--- src/rtl/instr_enc_pkg.sv ---
// Shared constants for the instruction word encoder: opcodes, bundle type codes,
// FSM states, immediate limits and the immediate-extraction helper used by readback.
package instr_enc_pkg;

  localparam logic [6:0] OP_STORE  = 7'b0100011;
  localparam logic [6:0] OP_LOAD   = 7'b0000011;
  localparam logic [6:0] OP_BRANCH = 7'b1100011;

  localparam logic [1:0] TYPE_S    = 2'd0;
  localparam logic [1:0] TYPE_I    = 2'd1;
  localparam logic [1:0] TYPE_B    = 2'd2;
  localparam logic [1:0] TYPE_RSVD = 2'd3;

  typedef enum logic [1:0] {
    ST_IDLE = 2'd0,
    ST_RUN  = 2'd1,
    ST_FULL = 2'd2
  } state_t;

  localparam logic signed [31:0] IMM_SI_MIN = -32'sd2048;
  localparam logic signed [31:0] IMM_SI_MAX = 32'sd2047;
  localparam logic signed [31:0] IMM_B_MIN  = -32'sd4096;
  localparam logic signed [31:0] IMM_B_MAX  = 32'sd4094;

  // Recovers the sign-extended immediate from an already-encoded word.
  function automatic logic [31:0] extract_imm(input logic [31:0] word);
    logic [31:0] imm;
    imm = '0;
    case (word[6:0])
      OP_STORE:  imm = {{20{word[31]}}, word[31:25], word[11:7]};
      OP_LOAD:   imm = {{20{word[31]}}, word[31:20]};
      OP_BRANCH: imm = {{19{word[31]}}, word[31], word[7], word[30:25], word[11:8], 1'b0};
      default:   imm = '0;
    endcase
    return imm;
  endfunction

endpackage

--- src/rtl/instr_word_encoder_imm_pack.sv ---
// Combinational field packer: scatters the immediate into S/I/B layouts and
// reports whether the bundle is encodable (type valid, immediate in range).
module imm_pack
  import instr_enc_pkg::*;
(
  input  logic [1:0]  in_type,
  input  logic [4:0]  rs1,
  input  logic [4:0]  rs2,
  input  logic [4:0]  rd,
  input  logic [2:0]  funct3,
  input  logic [31:0] imm,
  output logic [31:0] word,
  output logic        ok,
  output logic        type_err
);

  logic signed [31:0] simm;
  logic               fits_si;
  logic               fits_b;

  assign simm    = imm;
  assign fits_si = (simm >= IMM_SI_MIN) && (simm <= IMM_SI_MAX);
  // Branch offsets are in halfwords, so bit 0 must be clear to be representable.
  assign fits_b  = (simm >= IMM_B_MIN) && (simm <= IMM_B_MAX) && !imm[0];

  always_comb begin
    word     = '0;
    ok       = 1'b0;
    type_err = 1'b0;
    case (in_type)
      TYPE_S: begin
        word = {imm[11:5], rs2, rs1, funct3, imm[4:0], OP_STORE};
        ok   = fits_si;
      end
      TYPE_I: begin
        word = {imm[11:0], rs1, funct3, rd, OP_LOAD};
        ok   = fits_si;
      end
      TYPE_B: begin
        word = {imm[12], imm[10:5], rs2, rs1, funct3, imm[4:1], imm[11], OP_BRANCH};
        ok   = fits_b;
      end
      default: type_err = 1'b1;
    endcase
  end

endmodule

--- src/rtl/instr_word_encoder.sv ---
// Streams encoded S/I/B instruction words into instruction memory at an
// auto-incrementing address. Optional readback self-check: ENCODER_READBACK_EN.
module instr_word_encoder
  import instr_enc_pkg::*;
#(
  parameter int          ADDR_W    = 8,
  parameter int unsigned BASE_ADDR = 0
) (
  input  logic              clk,
  input  logic              reset,
  input  logic              start,
  input  logic              stop,
  input  logic              in_valid,
  output logic              in_ready,
  input  logic [1:0]        in_type,
  input  logic [4:0]        in_rs1,
  input  logic [4:0]        in_rs2,
  input  logic [4:0]        in_rd,
  input  logic [2:0]        in_funct3,
  input  logic [31:0]       in_imm,
  output logic              wr_en,
  output logic [ADDR_W-1:0] wr_addr,
  output logic [31:0]       wr_data,
  output logic [ADDR_W:0]   word_count,
  output logic              busy,
  output logic              full,
  output logic              err_range,
  output logic              err_type
`ifdef ENCODER_READBACK_EN
  ,
  output logic              rb_mismatch
`endif
);

  localparam logic [ADDR_W-1:0] BASE_PTR = ADDR_W'(BASE_ADDR);
  localparam logic [ADDR_W-1:0] LAST_PTR = '1;

  state_t            state_reg, state_next;
  logic [ADDR_W-1:0] ptr_reg;
  logic [ADDR_W:0]   word_count_reg;
  logic              wr_en_reg;
  logic [ADDR_W-1:0] wr_addr_reg;
  logic [31:0]       wr_data_reg;
  logic              err_range_reg;
  logic              err_type_reg;

  logic [31:0]       pack_word;
  logic              pack_ok;
  logic              pack_type_err;
  logic              handshake;
  logic              do_write;

  imm_pack u_imm_pack (
    .in_type  (in_type),
    .rs1      (in_rs1),
    .rs2      (in_rs2),
    .rd       (in_rd),
    .funct3   (in_funct3),
    .imm      (in_imm),
    .word     (pack_word),
    .ok       (pack_ok),
    .type_err (pack_type_err)
  );

  assign in_ready  = (state_reg == ST_RUN) && !stop;
  assign handshake = in_valid && in_ready;
  assign do_write  = handshake && pack_ok;

  always_comb begin
    state_next = state_reg;
    if (start) begin
      state_next = ST_RUN;
    end else begin
      case (state_reg)
        ST_RUN: begin
          if (stop)
            state_next = ST_IDLE;
          else if (do_write && (ptr_reg == LAST_PTR))
            state_next = ST_FULL;
        end
        ST_FULL: if (stop) state_next = ST_IDLE;
        default: state_next = state_reg;
      endcase
    end
  end

  always_ff @(posedge clk) begin
    if (reset) begin
      state_reg      <= ST_IDLE;
      ptr_reg        <= BASE_PTR;
      word_count_reg <= '0;
      wr_en_reg      <= 1'b0;
      wr_addr_reg    <= BASE_PTR;
      wr_data_reg    <= '0;
      err_range_reg  <= 1'b0;
      err_type_reg   <= 1'b0;
    end else begin
      state_reg <= state_next;
      wr_en_reg <= do_write;
      // The write issued on a restart cycle still lands at the old pointer.
      if (do_write) begin
        wr_addr_reg <= ptr_reg;
        wr_data_reg <= pack_word;
      end
      if (start) begin
        ptr_reg        <= BASE_PTR;
        word_count_reg <= '0;
      end else if (do_write) begin
        ptr_reg        <= ptr_reg + 1'b1;
        word_count_reg <= word_count_reg + 1'b1;
      end
      err_range_reg <= (err_range_reg && !start) || (handshake && !pack_ok && !pack_type_err);
      err_type_reg  <= (err_type_reg && !start) || (handshake && pack_type_err);
    end
  end

`ifdef ENCODER_READBACK_EN
  logic [31:0] imm_reg;
  logic        rb_mismatch_reg;

  always_ff @(posedge clk) begin
    if (reset) begin
      imm_reg         <= '0;
      rb_mismatch_reg <= 1'b0;
    end else begin
      if (do_write)
        imm_reg <= in_imm;
      rb_mismatch_reg <= (rb_mismatch_reg && !start) ||
                         (wr_en_reg && (extract_imm(wr_data_reg) != imm_reg));
    end
  end

  assign rb_mismatch = rb_mismatch_reg;
`endif

  assign wr_en      = wr_en_reg;
  assign wr_addr    = wr_addr_reg;
  assign wr_data    = wr_data_reg;
  assign word_count = word_count_reg;
  assign busy       = (state_reg != ST_IDLE);
  assign full       = (state_reg == ST_FULL);
  assign err_range  = err_range_reg;
  assign err_type   = err_type_reg;

endmodule
--- config.mk ---
export PLATFORM = sky130hd
export DESIGN_NAME = instr_word_encoder
export DESIGN_NICKNAME = d
export VERILOG_FILES = /design/src/rtl/instr_enc_pkg.sv /design/src/rtl/instr_word_encoder_imm_pack.sv /design/src/rtl/instr_word_encoder.sv
export SDC_FILE = /design/constraint.sdc
export NUM_CORES = 1
export LEC_CHECK = 0
export CAP_MARGIN = 20
export CORE_ASPECT_RATIO = 0.6
export CORE_MARGIN = 2
export CORE_UTILIZATION = 44
export CTS_BUF_LIST = sky130_fd_sc_hd__clkbuf_8
export DETAILED_ROUTE_END_ITERATION = 10
export GPL_ROUTABILITY_DRIVEN = 0
export PLACE_DENSITY = 0.83
export SETUP_SLACK_MARGIN = 0.2
export SKIP_CTS_REPAIR_TIMING = 1
export SKIP_LAST_GASP = 1
export SLEW_MARGIN = 20
export SYNTH_ARGS = -nofsm -noshare
export SYNTH_HDL_FRONTEND = slang
export SYNTH_SLANG_ARGS = --single-unit
export TNS_END_PERCENT = 20
--- constraint.sdc ---
create_clock -name clk -period 3.7 [get_ports clk]
set_clock_uncertainty 0.2 [all_clocks]
set_input_delay 1.11 -clock clk [delete_from_list [all_inputs] [get_ports clk]]
set_output_delay 1.11 -clock clk [all_outputs]
set_load 0.02 [all_outputs]
==> results.ini <==
[outcome]
run_status = completed

[critical_path]
critical_path_required_ns = 3.76
cpPeakStageDelay_ns = 0.59
crit_fanout = 16
critPathTopFamily = simple AND/OR/NAND/NOR gates
crit_path_top_delay_cell = or4_1
worstPathArrival_ns = 3.52
critPathKind = in -> reg
cp_cell_sequence = clkdlybuf4s50_1 -> or4_4 -> nor4_4 -> a32oi_2 -> or4_1 -> a21oi_1
end_kind = flip-flop
start_kind = input pin
reg2reg_slack_ns = 1.12
crit_buf_inv = 1

[timing]
post-route-period-util_pct = 93.29
drv_slew = 0
fin_ws_ns = 0.2484
hold_viol = 0
setup-violations-final = 0
fmax_mhz = 289.7
max_slew_margin_pct = 50.02
tightest_slew_ns = 0.7497
rsz0062_at_grt = yes
period_needed_ns = 3.452

[drt]
drtIter0Drc = 113
via_count = 2813
viasPerCell = 5.431
post_drt_wl_per_cell_um = 15.33
final_antenna_net_count = 0
wl_met1_mm = 3.367
met2_length_mm = 3.715
dr.max_layer_used = met4
firstDrtPassIters = 4
dr_wl_met3_um = 732
drcViolationCount = 0
wirelength_mm = 7.940

[clock_tree]
clk_pin_slew_ns = 0.07
h-tree-depth = 3
clock_path_buffers = 2
cts_tree = yes
clock-sinks = 58
clock_latency_ns = 0.33
root_buffer = clkbuf_8
numCtsBuffers = 9

[hold_path]
hp-class = reg -> reg

[logic_synthesis]
syn-instance-count = 321
avgSynthCellArea_sq_um = 8.201
netlist_area_sq_um = 2633
synth.distinct_cells = 44
synth_warnings = 0
ys_seq_elements = 58
synth_ff_type = dfxtp_1
synth_edf_count = 0
async_flop_share_pct = 0
synth-seq-area-share_pct = 44.11

[die]
io_pins = 112
dieArea_sq_um = 6638
coreArea_sq_um = 5675
rows = 21
dieWidth_um = 103.9
chipHeight_um = 63.92
start_util_pct = 46.38

[layout]
post_route_cells_drive_above_1_share_pct = 8.447
fin_util_pct = 71.43
final_area_sq_um = 4054
final_cell_mix = clkdlybuf4s50_1, nand2_1, dfxtp_1
fin_cells = 518
syn2layout_area_growth_pct = 53.99
antenna_cells = 0
layout.nets = 495
final_common_cell = clkdlybuf4s50_1
largest_reg_flops = 28

[grt]
grt_util_all_layers_pct = 24.32
antenna_found_initial = 0
grt_start_max_net_pins = 41
grt_pass1_vias = 2766
grt_pass1_wl_mm = 12.91
overflow = 0

[placement]
dp_cells = 502
port_buffers = 108
dp_hpwl_mm = 5.770
dpl_worst_slack_ns = -0.04325
place_area_sq_um = 3847

[power]
design_power_total_mw = 1.346
ir_drop_uv = 197.5
p_leak_nw = 1.361
power.density_nw_per_um2 = 332.1

[job]
max-cap-violations = 0

[per-stage QoR]
step	hold WS, ns	TNS [ns]
4_1_cts	0.2509	0
2_1_floorplan	0.2582	0
3_5_place_dp	0.2439	-0.1987
6_report	0.2507	0
3_3_place_gp	0.2374	0
5_1_grt	0.2756	0
[synth_stat cells (all sizes together), types with 2 or more instances]
cell type / number / area, sq um
o31ai: 5 / 37.54
ha: 5 / 62.56
nor2: 23 / 86.33
a211oi: 3 / 27.52
or2: 2 / 12.51
inv: 8 / 30.03
or3: 9 / 56.30
or4: 10 / 82.58
o211ai: 2 / 15.01
buf: 9 / 55.05
o311ai: 4 / 35.04
o21ai: 7 / 35.03
a32oi: 2 / 25.03
nor2b: 3 / 18.77
nand3: 5 / 25.02
nor4: 3 / 33.78
o41ai: 3 / 26.28
nand4: 10 / 62.56
a32o: 2 / 20.02
a21oi: 39 / 195.2
nor3: 13 / 65.06
mux2i: 3 / 30.03
nand2: 60 / 225.2
dfxtp: 58 / 1161
a221oi: 9 / 78.83
clkbuf: 13 / 48.80
[worst reg2reg max path: cells and delay by family (launching register included)]
family                   cells  cell delay [ns]
flip-flops                   1             0.32
multiplexers                 1             0.23
AND/OR/NAND/NOR              3             1.11
buffers and inverters        1             0.10
AO/OA/AOI/OAI                1             0.34
adder cells (fa/ha/maj)      1             0.21
[logic make-up (layout without fill, tap and decap cells)]
kind of cell,after synthesis,in the layout,share of synthesized area (%)
compound gates,79,79,19.73
simple gates,143,143,26.95
fa+ha+maj,5,5,2.376
xor+xnor,1,1,0.3328
other cells,1,3,0.1424
mux,3,3,1.141
buf+inv,31,146,5.228
flops,58,58,44.11
[per-layer routing]
layer / up-vias / GRT usage, %
met5: - / 0
li1: 1388 / -
met1: 1306 / 27.00
met4: 0 / 9.628
met2: 105 / 41.37
met3: 14 / 10.82
[worst paths after layout]
check	start	depth (start not counted)	end
max	in_imm[16]	6	word_count[5]$_SDFFE_PP0P_
min	wr_data[6]$_SDFFE_PP0P_	2	wr_data[6]$_SDFFE_PP0P_
max reg2reg	state_reg[1]$_SDFFE_PP0P_	7	word_count[7]$_SDFFE_PP0P_
min reg2reg	wr_data[6]$_SDFFE_PP0P_	2	wr_data[6]$_SDFFE_PP0P_
[layout make-up]
type | count | area [sq um]
Tap cell | 80 | 100.1
Clock inverter | 6 | 66.31
Timing Repair Buffer | 121 | 1206
Sequential cell | 58 | 1161
Fill cell | 469 | 1622
Inverter | 9 | 33.78
Clock buffer | 10 | 137.6
Multi-Input combinational cell | 234 | 1349
[power by group]
part           internal [mW]  switching (mW)
logic                 0.0737          0.0538
registers              0.626         0.00179
clock network          0.329           0.262
(Power assumes the default switching activity.)
